==> src/rtl/pc_sequencer_pkg.sv <==
// Shared definitions for the multicycle next-PC sequencer: branch encodings,
// FSM states and default reset/exception addresses.
package pc_sequencer_pkg;

   localparam int unsigned XLEN = 32;

   localparam logic [XLEN-1:0] RESET_PC_DEF   = 32'h0040_0000;
   localparam logic [XLEN-1:0] EXC_VECTOR_DEF = 32'h0040_0004;

   // Control-flow class reported by execute alongside ex_done
   typedef enum logic [2:0] {
      BR_SEQ  = 3'd0,
      BR_BEQ  = 3'd1,
      BR_BNE  = 3'd2,
      BR_BGEZ = 3'd3,
      BR_BLTZ = 3'd4,
      BR_J    = 3'd5,
      BR_JR   = 3'd6,
      BR_ERET = 3'd7
   } br_type_e;

   // Instruction phases of the multicycle core
   typedef enum logic [1:0] {
      ST_FETCH  = 2'd0,
      ST_EXEC   = 2'd1,
      ST_UPDATE = 2'd2
   } state_e;

endpackage

==> src/rtl/pc_sequencer_branch_calc.sv <==
// Branch and jump target arithmetic (the branch_target_calc block).
module pc_sequencer_branch_calc
   import pc_sequencer_pkg::*;
(
   input  logic [XLEN-1:0] pc_plus4,
   input  logic [15:0]     imm16,
   input  logic [25:0]     idx26,
   output logic [XLEN-1:0] br_tgt,
   output logic [XLEN-1:0] j_tgt
);

   // Sign-extended word offset relative to the following instruction; wraps mod 2^32
   assign br_tgt = pc_plus4 + {{14{imm16[15]}}, imm16, 2'b00};

   // Pseudo-direct jump within the current 256 MB region
   assign j_tgt  = {pc_plus4[31:28], idx26, 2'b00};

endmodule

==> src/rtl/pc_sequencer.sv <==
// Multicycle next-PC controller: fetch, wait for execute, then commit the next PC.
// Sole writer of the PC register; also maintains EPC for exceptions and eret.
module pc_sequencer
   import pc_sequencer_pkg::*;
#(
   parameter logic [XLEN-1:0] RESET_PC   = RESET_PC_DEF,
   parameter logic [XLEN-1:0] EXC_VECTOR = EXC_VECTOR_DEF
) (
   input  logic            clk,
   input  logic            rst,
   output logic            if_req,
   input  logic            if_ack,
   input  logic [XLEN-1:0] instr,
   output logic [XLEN-1:0] ir,
   input  logic            ex_done,
   input  logic [2:0]      br_type,
   input  logic            a_eq_b,
   input  logic            a_neg,
   input  logic [XLEN-1:0] rs_val,
   input  logic            exc_req,
   output logic [XLEN-1:0] pc,
   output logic [XLEN-1:0] link_addr,
   output logic [XLEN-1:0] epc,
   output logic            redirect,
   output logic            adel
);

   state_e          state_q, state_d;
   logic [XLEN-1:0] pc_q, pc_d;
   logic [XLEN-1:0] ir_q, ir_d;
   logic [XLEN-1:0] epc_q, epc_d;
   logic [XLEN-1:0] npc_q, npc_d;
   logic            redirect_q, redirect_d;
   logic            adel_q, adel_d;

   br_type_e        br_e;
   logic [XLEN-1:0] pc_plus4;
   logic [XLEN-1:0] br_tgt;
   logic [XLEN-1:0] j_tgt;
   logic            br_taken;
   logic            jr_misaligned;
   logic            take_exc;
   logic [XLEN-1:0] npc_sel;

   assign br_e     = br_type_e'(br_type);
   assign pc_plus4 = pc_q + 32'd4;

   pc_sequencer_branch_calc u_branch_calc (
      .pc_plus4 (pc_plus4),
      .imm16    (ir_q[15:0]),
      .idx26    (ir_q[25:0]),
      .br_tgt   (br_tgt),
      .j_tgt    (j_tgt)
   );

   // Conditional branch resolution from the execute compare flags
   always_comb begin
      br_taken = 1'b0;
      case (br_e)
         BR_BEQ:  br_taken = a_eq_b;
         BR_BNE:  br_taken = !a_eq_b;
         BR_BGEZ: br_taken = !a_neg;
         BR_BLTZ: br_taken = a_neg;
         default: br_taken = 1'b0;
      endcase
   end

   assign jr_misaligned = (br_e == BR_JR) && (rs_val[1:0] != 2'b00);
   assign take_exc      = exc_req || jr_misaligned;

   // Next-PC priority mux: exception, bad JR, eret, jr, j, taken branch, sequential
   always_comb begin
      npc_sel = pc_plus4;
      if (take_exc)              npc_sel = EXC_VECTOR;
      else if (br_e == BR_ERET)  npc_sel = epc_q;
      else if (br_e == BR_JR)    npc_sel = rs_val;
      else if (br_e == BR_J)     npc_sel = j_tgt;
      else if (br_taken)         npc_sel = br_tgt;
   end

   // FSM next state and register updates
   always_comb begin
      state_d    = state_q;
      pc_d       = pc_q;
      ir_d       = ir_q;
      epc_d      = epc_q;
      npc_d      = npc_q;
      redirect_d = 1'b0;
      adel_d     = 1'b0;
      case (state_q)
         ST_FETCH: begin
            if (if_ack) begin
               ir_d    = instr;
               state_d = ST_EXEC;
            end
         end
         ST_EXEC: begin
            if (ex_done) begin
               npc_d      = npc_sel;
               if (take_exc) epc_d = pc_q;
               redirect_d = (npc_sel != pc_plus4);
               adel_d     = jr_misaligned && !exc_req;
               state_d    = ST_UPDATE;
            end
         end
         ST_UPDATE: begin
            pc_d    = npc_q;
            state_d = ST_FETCH;
         end
         default: state_d = ST_FETCH;
      endcase
   end

   // State and datapath registers with synchronous reset
   always_ff @(posedge clk) begin
      if (rst) begin
         state_q    <= ST_FETCH;
         pc_q       <= RESET_PC;
         ir_q       <= '0;
         epc_q      <= '0;
         npc_q      <= '0;
         redirect_q <= 1'b0;
         adel_q     <= 1'b0;
      end else begin
         state_q    <= state_d;
         pc_q       <= pc_d;
         ir_q       <= ir_d;
         epc_q      <= epc_d;
         npc_q      <= npc_d;
         redirect_q <= redirect_d;
         adel_q     <= adel_d;
      end
   end

   assign if_req    = (state_q == ST_FETCH);
   assign pc        = pc_q;
   assign ir        = ir_q;
   assign epc       = epc_q;
   assign link_addr = pc_plus4;
   assign redirect  = redirect_q;
   assign adel      = adel_q;

endmodule

==> config.mk <==
export PLATFORM = sky130hd
export DESIGN_NAME = pc_sequencer
export DESIGN_NICKNAME = d
export VERILOG_FILES = /design/src/rtl/pc_sequencer_pkg.sv /design/src/rtl/pc_sequencer_branch_calc.sv /design/src/rtl/pc_sequencer.sv
export SDC_FILE = /design/constraint.sdc
export NUM_CORES = 1
export LEC_CHECK = 0
export CORE_ASPECT_RATIO = 0.5
export CORE_UTILIZATION = 47
export CTS_CLUSTER_SIZE = 10
export DETAILED_ROUTE_END_ITERATION = 6
export PLACE_DENSITY = 0.74
export SLEW_MARGIN = 0
export SYNTH_ARGS = -nofsm -noshare
export SYNTH_HDL_FRONTEND = slang
export SYNTH_HIERARCHICAL = 1
export SYNTH_SLANG_ARGS = --single-unit
==> constraint.sdc <==
create_clock -name clk -period 9.9 [get_ports clk]
set_input_delay 1.485 -clock clk [delete_from_list [all_inputs] [get_ports clk]]
set_output_delay 1.485 -clock clk [all_outputs]
set_load 0.05 [all_outputs]
==> qor.yml, run 1 <==
ctsLongestPathBuffers: 2
areaGrowthSynthToFinish_pct: 25.3
ys_seq_elements: 132
grt_max_degree: 82
hold_path_class: "reg2reg"
r2r_start: "pc[2]"
globalplace.congestion: 1.03
cts_inserted_buffers: 17
peakVddDrop_v: 0.000148
max_cap_violations: 0
path_cells: "ha_1, nand3_2, nor3_1, xnor2_1, inv_1, ha_1, a21oi_1, nand2_1, a221oi_2, xnor2_1, inv_1, a21oi_1, a2bb2oi_1, a221oi_1, o32ai_1, o2111ai_1, or4_1, nor4_1, a311oi_1"
arrival_ps: 5940
grt_pass1_wl_mm: 64.8
hold_viol_final: 0
cts_setup_buffers: 0
final_common_cell: "nand2_1"
slew_violations: 0
postRouteAntennaNets: 0
holdBufCountCts: 0
initial_utilization: 0.479
critPathMaxFanout: 9
critical_path_required_ps: 10210
crit_start: "pc[2]"
die_h_um: 104
violations: "design-rule violations"
final_cell_mix: "nand2_1 (312), a21oi_1 (210), clkdlybuf4s50_1 (201), dfxtp_1 (132), nor2_1 (97)"
cts_resized: 0
synth_cell_type_count: 93
drt-pass1-iter-count: 7
synth-edff-count: 0
yosys-top-cells-area: "dfxtp_1 (27%), nand2_1 (12%), a21oi_1 (11%), o21ai_0 (4.0%), ha_1 (3.8%)"
startpoint_type: "register"
skew_ps: 23.7
clkLatencyLatePin_ps: 460
vias_per_cell: 6.30
min_from: "npc_q[9]"
die_w_um: 207
synth_area_um2: 9860
postSynthAreaPerCell_um2: 7.03
yosysTopAreaCell: "dfxtp_1"
pwr_density_cell_nw_per_um2: 127
grt.overflow.total: 0
cts_sinks: 132
dieArea_um2: 21600
fin_crit_ps: 5630
synthCells: 1402
place_hpwl_mm: 34.1
portBuffers: 204
fp.coreArea_um2: 20600
grt_pass1_vias: 10233
cts.clk_slew.worst_paths_ps: 90
worst_pin_slew_ps: 1200
status: "finished with violations"
async_reset_ff_frac: 0
path_class: "reg2reg"
routed_wl_mm: 45.3
dr_total_vias: 11417
fin_crit_sh: 0.569
cts_tree: "yes"
tns_ps: 0
remaining_drc_errors: 19
grt_antenna_before_repair: 0
ys_seq_area_frac: 0.268
crit_slowest_cell: "dfxtp_1"
power.leakage_nw: 4.69
grt.total_usage: 0.413
max_stage_delay_ps: 630
end_kind: "register"
fin_nets: 1628
layout-drive-gt1-share: 0.0723
slew_headroom: 0.197
setup_viol: 0
fmax_mhz: 178
hold_ws_ps: 455
yosys_warnings: 6
synth_flop_cell: "dfxtp_1"
boundaryPins: 205
detail_route.iter0.violations: 1682
synthDominantCellAreaShare: 0.268
wl_per_cell_um: 25.0
cts.htree.levels: 4
rows: 37
rsz0062_at_grt: "no"
cts_root_buffer: "clkbuf_16"
flip-flops by register name (all words and copies together), names as in the netlist:
name / flops
adel: 1
epc: 32
ir: 32
npc_q: 32
pc: 32
redirect: 1
state_q: 2
Yosys cell counts (7+ instances only):
library cell and n:
a211oi_1 10, buf_4 41, nor2_1 99, mux2i_1 11
nand4_1 14, nand2_1 312, o211ai_1 13, nor4_1 8
and3_1 7, o22ai_1 9, nand3_1 24, o21a_1 7
a22oi_1 7, a21o_1 16, inv_1 42, nor2b_1 7
dfxtp_1 132, xnor2_1 38, a21oi_1 210, xor2_1 21
buf_2 20, clkbuf_1 56, a31oi_1 7, o21ai_0 79
nor3_1 22, nand2b_1 14, ha_1 30, mux2_2 11
worst max-delay path, delay by kind of cell (launching register included):
family / cells / cell delay, ps
adder cells (fa/ha/maj): 2 / 700
flip-flops: 1 / 630
AND/OR/NAND/NOR: 5 / 1390
AO/OA/AOI/OAI: 8 / 1910
buffers and inverters: 2 / 290
XOR/XNOR: 2 / 570
area by class of cell:
cell class / instances / area (um2)
inverters: 43 / 161
flip-flops and latches: 132 / 2640
well taps: 273 / 342
diodes: 2 / 5.00
fillers: 1922 / 8210
clock inverters: 15 / 195
clock buffers: 17 / 425
multi-input cells: 1102 / 6370
repair buffers: 227 / 2200
routing by layer:
layer / global-route usage / routed length, um
met1: 0.607 / 19900
met4: 0.0897 / 671
met2: 0.534 / 17300
met3: 0.188 / 7330
met5: 0 / 0
per-stage QoR:
step | total power, mW | cell area (um2) | worst slack, ps | std cells | utilization
2_1_floorplan | 0.764 | 9860 | 4230 | 1403 | -
3_3_place_gp | 0.866 | 11700 | 4600 | 1777 | 0.570
3_5_place_dp | 0.868 | 11700 | 4420 | 1777 | 0.570
4_1_cts | 1.56 | 12300 | 4420 | 1809 | 0.600
5_1_grt | 1.61 | 12300 | 3840 | 1809 | 0.600
6_report | 1.57 | 12300 | 4270 | 1811 | 0.601
kinds of logic (layout without fill, tap and decap cells):
| logic type | after synthesis | in the layout | synth area share |
|---|---|---|---|
| fa+ha+maj | 31 | 31 | 0.0401 |
| other cells | 1 | 4 | 0.000380 |
| flops | 132 | 132 | 0.268 |
| xor+xnor | 63 | 63 | 0.0602 |
| buf+inv | 169 | 302 | 0.0863 |
| simple gates | 547 | 547 | 0.250 |
| mux | 22 | 22 | 0.0237 |
| compound gates | 437 | 437 | 0.272 |
worst paths after layout:
check	to	slack [ps]	depth (start not counted)
hold / removal	pc[9]	450	2
setup / recovery	redirect	4270	19
setup reg to reg	redirect	4270	19
hold reg to reg	pc[9]	450	2
power by group:
part | switching [mW] | internal (mW) | leakage, nW | total [mW]
clock network | 0.298 | 0.405 | 0.308 | 0.702
logic | 0.204 | 0.105 | 3.31 | 0.309
registers | 0.0179 | 0.544 | 1.07 | 0.561
No activity file was read; power rests on OpenSTA's default activity.
==> inputs of run 2 (changes only) <==
clock period = 5.2 ns   (was 9.9 ns; I/O delays follow)
==> run 2 against run 1 <==
- the run still ends with design-rule violations left
- critical path depth up 1
- sequential power increased by 91%
- via count is 2.7% higher
- clock skew down 6.9 ps
- maximum frequency up 11%
- count of clock-buffer cells in the layout is 3 higher
- highest routed layer unchanged
==> qor.yml, run 2 (synthesis gave the netlist of run 1 again) <==
r2r_start: "pc[12]"
fin_crit_ps: 5070
p_total_mw: 2.94
cpLargestDelayFamily: "simple AND/OR/NAND/NOR gates"
clkLatencyLatePin_ps: 430
hold_path_class: "reg2reg"
grt.total_usage: 0.418
wl_per_cell_um: 24.6
min_from: "npc_q[7]"
power.leakage_nw: 5.05
grt_antenna_before_repair: 1
max_stage_delay_ps: 600
cts.clk_slew.worst_paths_ps: 70
grt_pass1_vias: 10361
layout-drive-gt1-share: 0.122
dieArea_um2: 21600
max_cap_violations: 0
areaGrowthSynthToFinish_pct: 31.7
critPathMaxFanout: 7
violations: "design-rule violations"
arrival_ps: 5340
end_kind: "register"
rows: 37
final_cells: 1869
hold_viol_final: 0
remaining_drc_errors: 23
vias_per_cell: 6.27
fp.coreArea_um2: 20600
place_hpwl_mm: 35.5
detail_route.iter0.violations: 1885
finalWorstSetupSlack_ps: 130
initial_utilization: 0.479
cpMostUsedCell: "o21ai_0"
peakVddDrop_v: 0.000260
path_cells: "nand3_4, nor4_1, xor2_2, ha_1, nand2_1, nor2_1, nand4_1, o221ai_1, o21ai_0, o31ai_2, xor2_2, nor2_1, o21ai_0, o21ai_0, o22a_1, a21oi_1, nand2_1, a2111o_1, nor4_1, a311oi_1"
critPathBufInv: 0
globalplace.congestion: 1.12
cts_root_buffer: "clkbuf_16"
critical_path_required_ps: 5470
drt-pass1-iter-count: 7
fin_util: 0.632
crit_start: "pc[12]"
final_cell_mix: "nand2_1 (312), a21oi_1 (210), clkdlybuf4s50_1 (201), dfxtp_1 (125), nor2_1 (96)"
status: "finished with violations"
skew_ps: 16.8
crit_slowest_cell: "dfxtp_1"
holdBufCountCts: 0
final_common_cell: "nand2_1"
ff_latch_area_um2: 2650
fill_cells: 1845
cts_sinks: 132
ctsLongestPathBuffers: 2
cts_tree: "yes"
fin_nets: 1687
die_h_um: 104
grt_max_degree: 77
routed_wl_mm: 46.0
fmax_mhz: 197
dp_cells: 1832
pwr_density_cell_nw_per_um2: 226
dr_total_vias: 11722
boundaryPins: 205
startpoint_type: "register"
setup_viol: 0
cts_inserted_buffers: 17
multi_input_area_um2: 6580
die_w_um: 207
portBuffers: 204
fin_crit_sh: 0.975
path_class: "reg2reg"
grt_pass1_wl_mm: 65.8
slew_violations: 0
postRouteAntennaNets: 0
worst_pin_slew_ps: 1180
tns_ps: 0
cts.htree.levels: 4
grt.overflow.total: 0
slew_headroom: 0.213
post-place-ws_ps: 35.4
-- run 2: changes by cell type in the layout (fill, tap and decap cells not counted), sizes merged --
cell	change
clkinv	-4
clkbuf	+3
buf	+59
bufinv	-1
diode	-1
clkinvlp	+2
-- run 2: through the flow --
stage	cell area [um2]	hold slack, ps
2_1_floorplan	9920	425
3_3_place_gp	12200	436
3_5_place_dp	12200	437
4_1_cts	12800	445
5_1_grt	13000	456
6_report	13000	445
-- run 2: worst register-to-register path, stage by stage, from the launching register on --
cell and delay (ps):
dfxtp_1 600, nand3_4 210, nor4_1 510, xor2_2 260, ha_1 490, nand2_1 100, nor2_1 190, nand4_1 190
o221ai_1 190, o21ai_0 150, o31ai_2 120, xor2_2 300, nor2_1 60, o21ai_0 130, o21ai_0 100, o22a_1 210
a21oi_1 140, nand2_1 60, a2111o_1 410, nor4_1 320, a311oi_1 160
-- run 2: final cells by class --
cell class              instances  share of cell area
inverters                      43              0.0124
multi-input cells            1102               0.507
well taps                     273              0.0263
repair buffers                286               0.205
clock inverters                12              0.0111
diodes                          1            0.000193
clock buffers                  20              0.0344
flip-flops and latches        132               0.204
-- run 2: metal layers --
metal | track usage | routed length [um]
met1 | 0.619 | 19800
met5 | 0 | 0
met3 | 0.201 | 8380
met2 | 0.535 | 17200
met4 | 0.0704 | 599
-- run 2: final timing paths --
path | end | slack (ps) | cells after the start
worst min-delay path | pc[7] | 450 | 2
worst max register to register | redirect | 130 | 20
worst min register to register | pc[7] | 450 | 2
worst max-delay path | redirect | 130 | 20
-- run 2: repair_timing --
item                                    in CTS  in global routing
endpoints found under the setup margin       0                  1
resized for setup                            0                 26
setup buffers                                0                  4
-- run 2: power by group --
group	internal [mW]	switching, mW
Combinational	0.222	0.402
Clock	0.731	0.520
Sequential	1.03	0.0306
